File: config.mk
export PLATFORM = sky130hd
export DESIGN_NAME = fp_normalizer
export DESIGN_NICKNAME = d
export VERILOG_FILES = /design/src/rtl/fp_normalizer.sv
export SDC_FILE = /design/constraint.sdc
export NUM_CORES = 1
export LEC_CHECK = 0
export BUFFER_PORTS_ARGS = -buffer_cell sky130_fd_sc_hd__buf_2
export CAP_MARGIN = 20
export CORE_MARGIN = 1
export CORE_UTILIZATION = 50
export CTS_CLUSTER_DIAMETER = 120
export CTS_CLUSTER_SIZE = 28
export DETAILED_ROUTE_END_ITERATION = 16
export PLACE_DENSITY = 0.8
export SETUP_SLACK_MARGIN = 0.05
export SYNTH_ARGS = -nofsm -noshare
export SYNTH_HDL_FRONTEND = slang
export SYNTH_SLANG_ARGS = --single-unit
File: constraint.sdc
create_clock -name clk -period 5 [get_ports clk]
set_input_delay 0 -clock clk [delete_from_list [all_inputs] [get_ports clk]]
set_output_delay 0 -clock clk [all_outputs]
set_load 0.02 [all_outputs]
File: src/rtl/fp_normalizer.sv
// fp_normalizer
//   Normalizes the raw significand sum produced by a floating-point adder.
//   One rule is applied per clock in NORM: a carry-out costs one right
//   shift, each missing leading one costs one left shift. The exponent
//   saturates at all-ones (ovf) and stops at zero (unf) instead of wrapping.
//
// Ports
//   clk, rst                 rising-edge clock, synchronous active-high reset
//   in_valid / in_ready      input handshake (in_ready high only in IDLE)
//   in_sign, in_exp, in_raw  raw sum; in_raw[FRAC_W] is the carry-out
//   out_valid / out_ready    output handshake (out_valid high only in DONE)
//   sign_out, exp_out,       normalized result, held stable in DONE
//   frac_out
//   ovf, unf, zero           mutually exclusive result flags
//   dbg_state                current FSM state (0=IDLE, 1=NORM, 2=DONE)
//
// Handshake: a transfer happens on a rising edge where valid and ready are
// both 1; the producer holds its data stable while valid=1 and ready=0.
module fp_normalizer #(
    parameter int EXP_W  = 4,
    parameter int FRAC_W = 8
) (
    input  logic              clk,
    input  logic              rst,
    input  logic              in_valid,
    output logic              in_ready,
    input  logic              in_sign,
    input  logic [EXP_W-1:0]  in_exp,
    input  logic [FRAC_W:0]   in_raw,
    output logic              out_valid,
    input  logic              out_ready,
    output logic              sign_out,
    output logic [EXP_W-1:0]  exp_out,
    output logic [FRAC_W-1:0] frac_out,
    output logic              ovf,
    output logic              unf,
    output logic              zero,
    output logic [1:0]        dbg_state
);

    typedef enum logic [1:0] {
        IDLE = 2'd0,
        NORM = 2'd1,
        DONE = 2'd2
    } state_t;

    localparam logic [EXP_W-1:0] EXP_MAX = '1;
    localparam logic [EXP_W-1:0] EXP_ONE = EXP_W'(1);

    state_t              state_q, state_d;
    logic                sign_q, sign_d;
    logic [EXP_W-1:0]    exp_q, exp_d;
    logic [FRAC_W:0]     raw_q, raw_d;
    logic                in_ready_q, in_ready_d;
    logic                out_valid_q, out_valid_d;
    logic                sign_out_q, sign_out_d;
    logic [EXP_W-1:0]    exp_out_q, exp_out_d;
    logic [FRAC_W-1:0]   frac_out_q, frac_out_d;
    logic                ovf_q, ovf_d;
    logic                unf_q, unf_d;
    logic                zero_q, zero_d;

    always_comb begin
        state_d     = state_q;
        sign_d      = sign_q;
        exp_d       = exp_q;
        raw_d       = raw_q;
        in_ready_d  = in_ready_q;
        out_valid_d = out_valid_q;
        sign_out_d  = sign_out_q;
        exp_out_d   = exp_out_q;
        frac_out_d  = frac_out_q;
        ovf_d       = ovf_q;
        unf_d       = unf_q;
        zero_d      = zero_q;

        case (state_q)
            IDLE: begin
                if (in_valid) begin
                    sign_d     = in_sign;
                    exp_d      = in_exp;
                    raw_d      = in_raw;
                    in_ready_d = 1'b0;
                    state_d    = NORM;
                end
            end

            NORM: begin
                if (raw_q == '0) begin
                    // Exact zero is reported as +0 regardless of input sign.
                    state_d     = DONE;
                    out_valid_d = 1'b1;
                    sign_out_d  = 1'b0;
                    exp_out_d   = '0;
                    frac_out_d  = '0;
                    ovf_d       = 1'b0;
                    unf_d       = 1'b0;
                    zero_d      = 1'b1;
                end else if (raw_q[FRAC_W] && (exp_q == EXP_MAX)) begin
                    // No room to absorb the carry: saturate.
                    state_d     = DONE;
                    out_valid_d = 1'b1;
                    sign_out_d  = sign_q;
                    exp_out_d   = EXP_MAX;
                    frac_out_d  = '1;
                    ovf_d       = 1'b1;
                    unf_d       = 1'b0;
                    zero_d      = 1'b0;
                end else if (raw_q[FRAC_W]) begin
                    raw_d = raw_q >> 1;
                    exp_d = exp_q + EXP_ONE;
                end else if (raw_q[FRAC_W-1]) begin
                    state_d     = DONE;
                    out_valid_d = 1'b1;
                    sign_out_d  = sign_q;
                    exp_out_d   = exp_q;
                    frac_out_d  = raw_q[FRAC_W-1:0];
                    ovf_d       = 1'b0;
                    unf_d       = 1'b0;
                    zero_d      = 1'b0;
                end else if (exp_q == '0) begin
                    // Exponent exhausted before the leading one arrived.
                    state_d     = DONE;
                    out_valid_d = 1'b1;
                    sign_out_d  = sign_q;
                    exp_out_d   = '0;
                    frac_out_d  = raw_q[FRAC_W-1:0];
                    ovf_d       = 1'b0;
                    unf_d       = 1'b1;
                    zero_d      = 1'b0;
                end else begin
                    raw_d = raw_q << 1;
                    exp_d = exp_q - EXP_ONE;
                end
            end

            DONE: begin
                // Result data is left in place; only valid and flags drop.
                if (out_ready) begin
                    state_d     = IDLE;
                    in_ready_d  = 1'b1;
                    out_valid_d = 1'b0;
                    ovf_d       = 1'b0;
                    unf_d       = 1'b0;
                    zero_d      = 1'b0;
                end
            end

            default: begin
                state_d     = IDLE;
                in_ready_d  = 1'b1;
                out_valid_d = 1'b0;
            end
        endcase
    end

    always_ff @(posedge clk) begin
        if (rst) begin
            state_q     <= IDLE;
            sign_q      <= 1'b0;
            exp_q       <= '0;
            raw_q       <= '0;
            in_ready_q  <= 1'b1;
            out_valid_q <= 1'b0;
            sign_out_q  <= 1'b0;
            exp_out_q   <= '0;
            frac_out_q  <= '0;
            ovf_q       <= 1'b0;
            unf_q       <= 1'b0;
            zero_q      <= 1'b0;
        end else begin
            state_q     <= state_d;
            sign_q      <= sign_d;
            exp_q       <= exp_d;
            raw_q       <= raw_d;
            in_ready_q  <= in_ready_d;
            out_valid_q <= out_valid_d;
            sign_out_q  <= sign_out_d;
            exp_out_q   <= exp_out_d;
            frac_out_q  <= frac_out_d;
            ovf_q       <= ovf_d;
            unf_q       <= unf_d;
            zero_q      <= zero_d;
        end
    end

    assign in_ready  = in_ready_q;
    assign out_valid = out_valid_q;
    assign sign_out  = sign_out_q;
    assign exp_out   = exp_out_q;
    assign frac_out  = frac_out_q;
    assign ovf       = ovf_q;
    assign unf       = unf_q;
    assign zero      = zero_q;
    assign dbg_state = state_q;

endmodule

* Yosys cells after proc, flatten, opt, wreduce, memory -nomap -nowiden
Index checks and enable logic that the tools add are counted.
** Storage, ports and cells
- Output and inout bits :: 20
- Logic and storage cells :: 105
- Bits of input ports :: 18
- Register bits :: 34
** Cells by class
- Bitwise operators :: 2
- Reductions and logical operators :: 15
- $add $sub $neg :: 2
- Mux-type cells :: 61
- Eq/ne operators :: 12
** Operators with widths (number)
- $mux W8 :: 8
- $mux W4 :: 11
- $mux W9 :: 3
- $mux W1 :: 24
- $pmux W9 S2 :: 1
- $reduce_and A4 Y1 :: 4
- $mux W2 :: 7
- $logic_not A9 Y1 :: 1
- $ne A2 B2 Y1 const B :: 4
- $pmux W4 S2 :: 1
- $ne A3 B3 Y1 const B :: 2
- $pmux W1 S2 :: 3
- $pmux W1 S3 :: 2
- $pmux W2 S3 :: 1
- $reduce_and A3 Y1 :: 2
- $reduce_and A6 Y1 :: 1
- $ne A5 B5 Y1 const B :: 1
- $add A4 B1 Y4 const B :: 1
- $eq A4 B4 Y1 const B :: 1
- $logic_not A4 Y1 :: 1
- $ne A4 B4 Y1 const B :: 1
- $reduce_bool A2 Y1 :: 2
- $reduce_bool A4 Y1 :: 1
- $sub A4 B1 Y4 const B :: 1
- 7 further kinds :: 8

* Longest topological paths before layout
- Depth after elaboration :: 7
- Depth in mapped cells :: 8
- Mapped depth without buffers :: 6

* Worst setup path before layout
OpenSTA, ideal clock, no wires.
- Path kind :: flip-flop to flip-flop
- Start :: register state_q[0], in the netlist dbg_state[0]
- End :: register exp_q[2]
- Arrival :: 1853 ps
- Setup time :: 124 ps
- Required time :: 4876 ps
- Cell stages (with the launch flop) :: 8
- Clock period less this slack :: 1977 ps
- Path slack :: 3023 ps
- Buffers on the path :: 1
- Cells stage by stage :: dfxtp_1 inv_1 ha_1 buf_1 nand2b_1 a32oi_2 nand3_2 mux2i_1
** Between the ends
- Word-level cells in the longest chain between the ends :: 3
- Elaborated cells on any way between the ends :: 10
- Classes of those cells :: eq/ne (6); mux (1); reduce/logical (3)
** RTL lines
- start: declaration :: RTL line 50 : state_t state_q, state_d;
- start signal: assignment :: RTL line 172 : state_q <= state_d;
- $eq A2 B1 Y1 / $logic_not A2 Y1 (equally long branches) :: RTL line 77 : case (state_q)
- $ne A3 B3 Y1 (no line), or another cell as far along
- $reduce_and A6 Y1 (no line)
- end signal: assignment :: RTL line 174 : exp_q <= exp_d;
- end: declaration :: RTL line 52 : logic [EXP_W-1:0] exp_q, exp_d;
Several ways; a longest one is shown, not always the timed one.
A chain may end at the register's enable or synchronous reset.

* Worst setup path after layout
- Start :: register state_q[1], in the netlist dbg_state[1]
- End :: register state_q[0], in the netlist dbg_state[0]
** Between the ends
- Word-level cells in the longest chain between the ends :: 3
- Elaborated cells on any way between the ends :: 9
- Classes of those cells :: eq/ne (6); mux (1); reduce/logical (2)
** RTL lines (RTL line)
- $eq A2 B1 Y1, or another cell as far along :: 77
- $ne A5 B5 Y1 (no line), or another cell as far along
- $reduce_and A4 Y1 (no line)
Several ways; a longest one is shown, not always the timed one.

==> results list <==
* P_leak: 0.917 nW
* Minimum setup slack among reg-to-reg paths: 2.04 ns
* DIE HEIGHT: 64.6 um
- The most common cell in the synthesized netlist is sky130_fd_sc_hd__dfxtp_1.
* Sequential fraction of the synthesis area: 0.347
- R2R Path End: dbg_state[0]
- Dividing the detail-routed wire length by the instance count gives 14.6 um.
- Ranked by total cell area, the synthesized netlist is headed by sky130_fd_sc_hd__dfxtp_1, sky130_fd_sc_hd__nand2_1, sky130_fd_sc_hd__mux2i_1, sky130_fd_sc_hd__ha_1, sky130_fd_sc_hd__o32ai_1.
* Critical path data arrival time: 3.14 ns
* Worst IR Drop VDD: 0.327 mV
- Post-route DRC violation count: 0
* Initial antenna violation count: 0
- Across all setup checks in the final design, the least slack found is 2.04 ns.
* Clk buf depth: 2
- For this run, the slowest stage of the critical path takes 0.82 ns.
- Dividing the final minimum period by the clock period gives 0.593.
- Most Frequent Cell on Critical Path: sky130_fd_sc_hd__inv_1
- Count of boundary I/O pins: 38
- In the synthesized netlist the dominant register cell turns out to be sky130_fd_sc_hd__dfxtp_1.
* Total of max-cap violations: 0
- R2r startpoint: dbg_state[1]
- Number of cells produced by synthesis: 225
- Setup Slack @ Placement: 2.14 ns
* Avg Cell Area, Syn: 8.71 sq um
- After synthesis the netlist holds a flip-flop and latch count of 34.
- Dominant cell type by area after synthesis: sky130_fd_sc_hd__dfxtp_1
- Slowest cell on the critical path: sky130_fd_sc_hd__ha_1
- Number of global-route vias before repair: 1,610
- In this run, synthesis inferred 0 flip-flops with an integrated enable.
* Weighted congestion at the end of routability-driven global placement: roughly 0.84
* Clock input transition at the sequential cells of the worst setup and hold paths: around 0.070 ns
* TritonCTS clock tree: built
* Synth Warn #: 0
* First-pass GRT wire length: 7.44 mm
- The critical path crosses 6 cells after its start point.
* RSZ-0062 raised after global routing: false
- Of all nets on the critical path, the largest fanout is 29.
* CP delay by family, top: compound AO/OA/AOI/OAI gates
* Min Tclk post-route: about 3 ns
* Number of iterations in the first detailed-routing pass: 4
- Summing every instance area after synthesis gives 1960 sq um.
- The die covers 4180 sq um.
* Global-route usage over all layers: 0.232
- Cell chain of the critical path: inv_1 > ha_1 > inv_1 > a2111oi_1 > a2111oi_0 > o221a_2
- Via Count: approximately 1,800
* Post-CTS resize count: 0
- Counting cells, the worst reg-to-reg path comes to 6.
* Number of setup violations in the final report: 0
- CORE AREA: 3720 sq um
- The startpoint identified for the worst hold timing path is in_valid.
- For the final routed database, the setup TNS stands at 0 ns.
- Counting instances, the worst hold path has a depth of 3.
- H-tree depth: 2
* Most used standard cells in the synthesized netlist: sky130_fd_sc_hd__dfxtp_1, sky130_fd_sc_hd__nand2_1, sky130_fd_sc_hd__inv_1
- In this run the worst hold path is classified as in -> reg.
- On the final layout, the worst clock skew is 0.00562 ns.
- STA classifies the critical path endpoint as a flop.
* Worst Max-Slew Pin Slew: 1.04 ns
* Root buffer selected by CTS: sky130_fd_sc_hd__clkbuf_8
* Number of routed nets with antenna violations: 0
- In this run the tightest slew margin relative to its limit is 0.306.
- For this design, the sink count on the clock tree is 34.
- Capture endpoint of the worst hold path: sign_q
* Power per cell area: between 500 and 600 nW/um^2
- Initial DRC Count: approximately 120
- After synthesis, the netlist uses 60 different library cells.
- Timing would allow up to 0.337 GHz.
- Total Wirelength: approximately 4.4 mm
- The final number of hold-violating endpoints came to 0.
* Initial Util: 0.528
- Fraction of synthesized cell area taken by the top area cell type: 0.347
- Standard-cell rows: 22
- Element type at the critical path start: flop
- Vias per inst: around 5.9
* Number of pins exceeding their max-slew limit in the final report: 0
* Maximum number of pins on one net before global-route repair: 30
- Antenna diodes: 0
- The total overflow left after global routing is 0.
* Syn_nets: 250
- Result of the run: complete, no violations
* Proportion of layout cells with a drive suffix above 1: 0.250
* Critical path data required time: 5.18 ns
- Worst setup path category: reg -> reg
- After the last flow step, the layout net total stands at 281.
* Area added between synthesis and finish: 14.5%
- The number of buffers and inverters on the critical path is 2.
- Port Buffer Count: 37
- Clk_lat worst skew: 0.29 ns
* Floorplan die width: 64.6 um
- Detailed placement ended at an HPWL of 3.04 mm.
- For this run, asynchronously set or reset flops after synthesis account for 0.
- The number of clock buffers added by TritonCTS is 5.
==> through the flow <==
stage | area [sq um] | std cells | hold slack, ns | utilization | power, mW
6_report | 2240 | 304 | 0.0158 | 0.604 | 1.20
5_1_grt | 2240 | 304 | 0.0195 | 0.604 | 1.29
4_1_cts | 2240 | 304 | 0.0145 | 0.604 | 1.20
3_5_place_dp | 2140 | 294 | 0.268 | 0.575 | 1.01
3_3_place_gp | 2140 | 294 | 0.259 | 0.575 | 0.993
2_1_floorplan | 1960 | 225 | 0.147 | - | 0.895
==> state kept, by name (all words and copies together) (netlist names) <==
signal     count
raw_q          9
out_valid      1
ovf            1
exp_q          4
sign_q         1
exp_out        4
unf            1
in_ready       1
sign_out       1
frac_out       8
zero           1
dbg_state      2
==> tightest hold or removal path: cells and delay by family <==
family / cells / cell delay (ns)
and+or+nand+nor: 1 / 0.08
AOI/OAI and AO/OA: 1 / 0.05
buffers and inverters: 1 / 0.12
==> cell usage in the layout (no fill, tap or decap), types with 2 or more instances in the layout <==
cell type and count:
sky130_fd_sc_hd__nor3_1 5, sky130_fd_sc_hd__inv_1 17, sky130_fd_sc_hd__a21o_1 2, sky130_fd_sc_hd__clkinv_2 2, sky130_fd_sc_hd__a211oi_2 2, sky130_fd_sc_hd__o221ai_1 6, sky130_fd_sc_hd__a21oi_1 6, sky130_fd_sc_hd__ha_1 6
sky130_fd_sc_hd__nor4_2 2, sky130_fd_sc_hd__buf_2 37, sky130_fd_sc_hd__nand4_1 2, sky130_fd_sc_hd__o32ai_1 8, sky130_fd_sc_hd__nor2b_1 3, sky130_fd_sc_hd__o21ai_0 2, sky130_fd_sc_hd__o2bb2ai_1 4, sky130_fd_sc_hd__nor2_1 11
sky130_fd_sc_hd__nand2_1 32, sky130_fd_sc_hd__and4_2 5, sky130_fd_sc_hd__dlygate4sd3_1 3, sky130_fd_sc_hd__mux2i_1 11, sky130_fd_sc_hd__clkbuf_8 5, sky130_fd_sc_hd__nand3_1 7, sky130_fd_sc_hd__o211ai_1 2, sky130_fd_sc_hd__nand2b_1 2
sky130_fd_sc_hd__dfxtp_1 34, sky130_fd_sc_hd__a31oi_1 6
==> per-layer routing <==
metal	up-vias	global-route usage	routed length (um)	part of all wire
li1	895	-	-	-
met1	837	0.301	2030	0.46
met2	63	0.364	2050	0.46
met3	7	0.0511	284	0.064
met4	0	0.108	70	0.016
met5	-	0	0	0
==> where the power goes <==
| part | leakage (nW) | switching [mW] | total (mW) | internal, mW |
|---|---|---|---|---|
| clock network | 0.0438 | 0.0975 | 0.191 | 0.0933 |
| registers | 0.277 | 0.0882 | 0.423 | 0.335 |
| logic | 0.596 | 0.343 | 0.584 | 0.240 |
==> logic make-up (layout without fill, tap and decap cells) <==
group	Yosys count	count (layout)	share of synthesized area
AO/OA/AOI/OAI	58	58	0.253
flip-flops	34	34	0.347
buffers and inverters	34	65	0.0702
AND/OR/NAND/NOR	79	79	0.216
XOR/XNOR	2	2	0.00894
adder cells (fa/ha/maj)	7	7	0.0485
multiplexers	11	11	0.0562
==> cell type report <==
type | instances | area (sq um)
inverters | 18 | 67.6
repair buffers | 40 | 215
clock inverters | 2 | 10.0
flip-flops and latches | 34 | 681
multi-input cells | 157 | 1140
clock buffers | 5 | 68.8
well taps | 48 | 60.1
fillers | 335 | 1470
==> how the worst max path moves through the flow <==
stage                      start            to
floorplan           dbg_state[0]      exp_q[2]
global placement    dbg_state[1]  dbg_state[0]
detailed placement  dbg_state[1]  dbg_state[0]
CTS                 dbg_state[1]  dbg_state[0]
global route        dbg_state[1]  dbg_state[0]
finish              dbg_state[1]  dbg_state[0]
==> repair_timing <==
item / in CTS / in global routing
setup buffers: 0 / 0
endpoints found under the hold margin: 3 / 0
hold buffers: 3 / 0
No activity file was read; power rests on OpenSTA's default activity.
